`src/rtl/gol_frame_capture.sv`:
```
// gol_frame_capture: captures one SIDE x SIDE generation streamed serially by
// a life engine during its OUTPUT phase, then commits it to a readable frame
// with population, generation, extinction and overrun status.
// Optional feature macro: GOL_STILL_DETECT_EN (adds previous-frame compare for
// still-life detection; when undefined, o_still_life is tied low).
module gol_frame_capture #(
  parameter int SIDE = 6
) (
  input  logic            clock,
  input  logic            reset,
  input  logic [1:0]      i_gol_state,
  input  logic            i_gol_bit,
  input  logic [2:0]      i_row_sel,
  output logic [SIDE-1:0] o_row_data,
  output logic            o_frame_valid,
  input  logic            i_frame_ack,
  output logic            o_overrun,
  output logic [7:0]      o_gen_count,
  output logic [5:0]      o_pop_count,
  output logic            o_extinct,
  output logic            o_still_life
);

  localparam int         N    = SIDE * SIDE;
  localparam logic [5:0] LAST = 6'(N - 1);

  typedef enum logic [1:0] {IDLE, CAPTURE, COMMIT} state_t;

  state_t       r_state, w_next;
  logic         w_out_phase;
  logic         w_take, w_start, w_commit;
  logic [5:0]   w_slot;
  logic         r_armed;
  logic [5:0]   r_idx;
  logic [5:0]   r_shadow_pop;
  logic [N-1:0] r_shadow;
  logic [N-1:0] r_frame;
  logic [7:0]   w_gen_inc;

  assign w_out_phase = (i_gol_state == 2'b10);
  // Sample 0 is taken in the IDLE cycle that starts the capture.
  assign w_slot      = w_start ? 6'd0 : r_idx;
  assign w_gen_inc   = o_gen_count + 8'd1;

  // State register.
  always_ff @(posedge clock) begin
    if (reset) r_state <= IDLE;
    else       r_state <= w_next;
  end

  // Next-state and per-cycle strobes.
  always_comb begin
    w_next   = r_state;
    w_take   = 1'b0;
    w_start  = 1'b0;
    w_commit = 1'b0;
    case (r_state)
      IDLE: begin
        if (w_out_phase && r_armed) begin
          w_take  = 1'b1;
          w_start = 1'b1;
          w_next  = CAPTURE;
        end
      end
      CAPTURE: begin
        if (w_out_phase) begin
          w_take = 1'b1;
          if (r_idx == LAST) w_next = COMMIT;
        end else begin
          w_next = IDLE;  // phase ended early: drop the partial frame
        end
      end
      COMMIT: begin
        w_commit = 1'b1;
        w_next   = IDLE;
      end
      default: w_next = IDLE;
    endcase
  end

  // Re-arm only once the engine leaves OUTPUT, so trailing bits of a
  // completed phase are not mistaken for a new frame.
  always_ff @(posedge clock) begin
    if (reset)                                    r_armed <= 1'b1;
    else if (!w_out_phase)                        r_armed <= 1'b1;
    else if (r_state == CAPTURE && w_next == COMMIT) r_armed <= 1'b0;
  end

  // Shadow frame fill and running population count.
  always_ff @(posedge clock) begin
    if (reset) begin
      r_idx        <= '0;
      r_shadow     <= '0;
      r_shadow_pop <= '0;
    end else if (w_take) begin
      r_shadow[w_slot] <= i_gol_bit;
      r_idx            <= w_slot + 6'd1;
      r_shadow_pop     <= (w_start ? 6'd0 : r_shadow_pop) + {5'd0, i_gol_bit};
    end
  end

  // Committed frame, status and valid/overrun handshake.
  always_ff @(posedge clock) begin
    if (reset) begin
      r_frame       <= '0;
      o_frame_valid <= 1'b0;
      o_overrun     <= 1'b0;
      o_gen_count   <= '0;
      o_pop_count   <= '0;
      o_extinct     <= 1'b0;
    end else if (w_commit) begin
      r_frame       <= r_shadow;
      o_pop_count   <= r_shadow_pop;
      o_gen_count   <= w_gen_inc;
      o_extinct     <= (r_shadow_pop == 6'd0) && (w_gen_inc != 8'd0);
      o_frame_valid <= 1'b1;
      if (o_frame_valid && !i_frame_ack) o_overrun <= 1'b1;
    end else if (i_frame_ack) begin
      o_frame_valid <= 1'b0;
      o_overrun     <= 1'b0;
    end
  end

`ifdef GOL_STILL_DETECT_EN
  logic [N-1:0] r_prev;
  logic         r_still;

  // Previous-frame compare; the first frame after reset never counts.
  always_ff @(posedge clock) begin
    if (reset) begin
      r_prev  <= '0;
      r_still <= 1'b0;
    end else if (w_commit) begin
      r_prev  <= r_shadow;
      r_still <= (r_shadow == r_prev) && (o_gen_count != 8'd0);
    end
  end

  assign o_still_life = r_still;
`else
  assign o_still_life = 1'b0;
`endif

  // Row readout; out-of-range rows read as empty.
  always_comb begin
    o_row_data = '0;
    if (int'(i_row_sel) < SIDE) o_row_data = r_frame[int'(i_row_sel)*SIDE +: SIDE];
  end

endmodule

```
`config.mk`:
```
export PLATFORM = sky130hd
export DESIGN_NAME = gol_frame_capture
export DESIGN_NICKNAME = d
export VERILOG_FILES = /design/src/rtl/gol_frame_capture.sv
export SDC_FILE = /design/constraint.sdc
export NUM_CORES = 1
export LEC_CHECK = 0
export ABC_AREA = 1
export CAP_MARGIN = 20
export CORE_ASPECT_RATIO = 1.25
export CORE_MARGIN = 5
export CORE_UTILIZATION = 53
export DETAILED_ROUTE_END_ITERATION = 12
export GPL_ROUTABILITY_DRIVEN = 0
export PLACE_DENSITY = 0.8
export SLEW_MARGIN = 0
export SYNTH_ARGS = -nofsm -noshare
export SYNTH_HDL_FRONTEND = slang
export SYNTH_SLANG_ARGS = --single-unit
```
`constraint.sdc`:
```
create_clock -name clock -period 1.65 [get_ports clock]
set_clock_uncertainty 0.1 [all_clocks]
set_input_delay 0.33 -clock clock [delete_from_list [all_inputs] [get_ports clock]]
set_output_delay 0.33 -clock clock [all_outputs]
set_load 0.01 [all_outputs]
```
==> impl_metrics.json <==
{
  "dieArea_sq_um": 10830,
  "rows": 38,
  "synth_top_family_by_area": "simple AND/OR/NAND/NOR gates",
  "area_growth_pct": 32.59,
  "grt_pass1_wl_um": 20770,
  "pwr-share-clk_pct": 31.9,
  "p_leak_uw": 0.002708,
  "htreeDepth": 3,
  "synth_cells": 681,
  "comb_power_share_pct": 13.2,
  "p_seq_share_pct": 55.0,
  "reg2reg_depth": 9,
  "fin_nets": 758,
  "path_class": "in -> out",
  "status": "finished, violations left",
  "antenna_found_initial": 0,
  "multi_input_area_sq_um": 2701,
  "synth_cell_type_count": 30,
  "synth-xor-area-share_pct": 0.1870,
  "synthAdderAreaFrac_pct": 1.068,
  "layout_common_cells": "nor2_1, dfxtp_1, nand2_1",
  "dp_hpwl_um": 8197,
  "grt.overflow.total": 0,
  "grt_pass1_vias": 4444,
  "synth_top_area_share_pct": 44.44,
  "via_per_inst": 5.572,
  "worstHoldPathCells": 2,
  "cp.required_ps": 1220,
  "ant_nets": 0,
  "start_util_pct": 54.14,
  "critPathCaptureType": "primary output",
  "synth_simple_gate_area_share_pct": 30.88,
  "drtIter0Drc": 387,
  "min_path_type": "in -> reg",
  "ys_seq_elements": 104,
  "fmax_ghz": 0.5536,
  "seq_area_frac_synth_pct": 44.44,
  "maxSlewViolCount": 0,
  "synth-compound-area-share_pct": 15.81,
  "die_w_um": 94.09,
  "grt_start_max_net_pins": 60,
  "yosysTopAreaCell": "dfxtp_1",
  "path_delay_family": "buffers and inverters",
  "drive_above_1_share_pct": 25.20,
  "synth_enable_flop_cells": 0,
  "register_area_sq_um": 2103,
  "final_common_cell": "nor2_1",
  "swShare_pct": 27.13,
  "path_max_fanout": 9,
  "cts_root_buf": "clkbuf_8",
  "start_kind": "input port",
  "netlist_area_sq_um": 4684,
  "min_period_over_period_pct": 109.5,
  "worst_slack_ps": -156.5,
  "vias": 4848,
  "maxCapViolCount": 0,
  "final-hold-violation-count": 0,
  "synth.avg_cell_area_sq_um": 6.879,
  "io_buffers": 31,
  "hold_slack_ps": 273.3,
  "clk_path_buf_depth": 2,
  "ctsHoldBuffers": 0,
  "async_flop_share_pct": 0,
  "p_int_uw": 3379,
  "wl_um": 13090,
  "worst_ep_arrival_time_ps": 1380,
  "first_pass_iters": 5,
  "numCtsBuffers": 9,
  "coreArea_sq_um": 8653,
  "nFillCells": 646,
  "clk_pin_slew_ps": 100,
  "setup_viol_count_final": 39,
  "synthMuxAreaShare_pct": 0,
  "grtUsageTotal_pct": 23.65,
  "p_sw_uw": 1258,
  "design.portCount": 33,
  "cpMaxStageDelayCell": "bufbuf_16",
  "syn_nets": 694,
  "diodes": 0,
  "dieHeight_um": 115.1,
  "cts_sinks": 104,
  "cp.depth": 7,
  "violations": "setup timing",
  "vdd_drop_max_mv": 0.4726,
  "path_cells": "clkdlybuf4s15_2 > bufbuf_16 > o21ai_0 > o32ai_2 > nand2_1 > o41ai_2 > buf_2",
  "min_period_ps": 1806,
  "cp_num_buf_inv": 3,
  "synth-main-ff-cell": "dfxtp_1",
  "design_area_sq_um": 6211,
  "ys_warn_count": 0,
  "drcViolationCount": 0,
  "rsz0062_at_grt": "yes",
  "cts_tree": "built",
  "wl_per_cell_um": 15.04,
  "slowest_delay_ps": 280,
  "synthTopCellsByArea": "dfxtp_1, nor2_1, nand2_1",
  "postPlaceCellArea_sq_um": 5494,
  "clk_latency_ps": 380,
  "power.density_nw_per_um2": 746.5
}
## final cells by class
type	count	share of cell area (%)
clock buffers	11	2.276
clock inverters	5	0.6648
inverters	56	3.707
multi-input cells	488	43.49
flip-flops and latches	104	33.86
well taps	120	2.417
repair buffers	85	13.44
repair inverters	1	0.1410
## through the flow
stage	std cells	worst slack [ps]	TNS, ps	total power [uW]	util [%]
final	870	-156.5	-2412	4637	71.78
after global routing	870	-279.7	-7526	4813	71.78
after CTS	866	-145.1	-817.3	4559	67.67
after detailed placement	840	-911.5	-29430	3054	63.49
after global placement	840	-854.3	-27340	3037	63.49
after floorplan	681	14.30	0	2867	-
## final timing paths
| kind | to | start | slack [ps] |
|---|---|---|---|
| hold reg to reg | o_extinct$_SDFFE_PP0P_ | o_extinct$_SDFFE_PP0P_ | 380 |
| hold / removal | r_armed$_SDFFE_PP1P_ | i_gol_state[1] | 270 |
| setup reg to reg | r_shadow_pop[4]$_SDFFE_PP0P_ | r_state[0]$_SDFF_PP0_ | -160 |
| setup / recovery | o_row_data[1] | i_row_sel[1] | -160 |
## cells in the mapped netlist (all sizes together), types with 4 or more instances
cell / n
nor3: 10
nand2: 96
clkbuf: 19
inv: 54
o32ai: 6
dfxtp: 104
buf: 16
a21oi: 50
ha: 4
o41ai: 6
nand4: 7
nor2: 187
o21ai: 69
nand3: 44
## power by group through the flow
stage	sequential [uW]	combinational, uW	clock [uW]
2_1_floorplan	2600	269	0
3_3_place_gp	2600	436	0
3_5_place_dp	2600	451	0
4_1_cts	2540	507	1510
5_1_grt	2550	652	1610
6_report	2550	611	1480
## logic make-up after synthesis
| group | count (synthesis) |
|---|---|
| simple gates | 344 |
| compound gates | 136 |
| flops | 104 |
| buf+inv | 91 |
| fa+ha+maj | 4 |
| xor+xnor | 1 |
| other cells | 1 |
## state kept, by name, summed over array words and instances (netlist names)
signal,flops
o_frame_valid,1
r_state,2
o_extinct,1
r_frame,36
r_armed,1
r_shadow,36
o_gen_count,8
r_shadow_pop,6
o_pop_count,6
o_overrun,1
r_idx,6
## what timing repair did
| item | 4_1_cts | 5_1_grt |
|---|---|---|
| setup endpoints to repair | 68 | 53 |
| pin swaps | 17 | 26 |
| setup buffers | 5 | 5 |
| cloned | 5 | 1 |
| resized for setup | 104 | 87 |
## metal layers
metal,part of all wire (%),track usage (%),wire [um],up-vias
met1,41,30.29,5408,2288
met4,3.3,9.634,428,0
li1,-,-,-,2346
met3,5.4,3.861,706,37
met5,0,0,0,-
met2,50,39.60,6542,177
No activity file was read; power rests on OpenSTA's default activity.
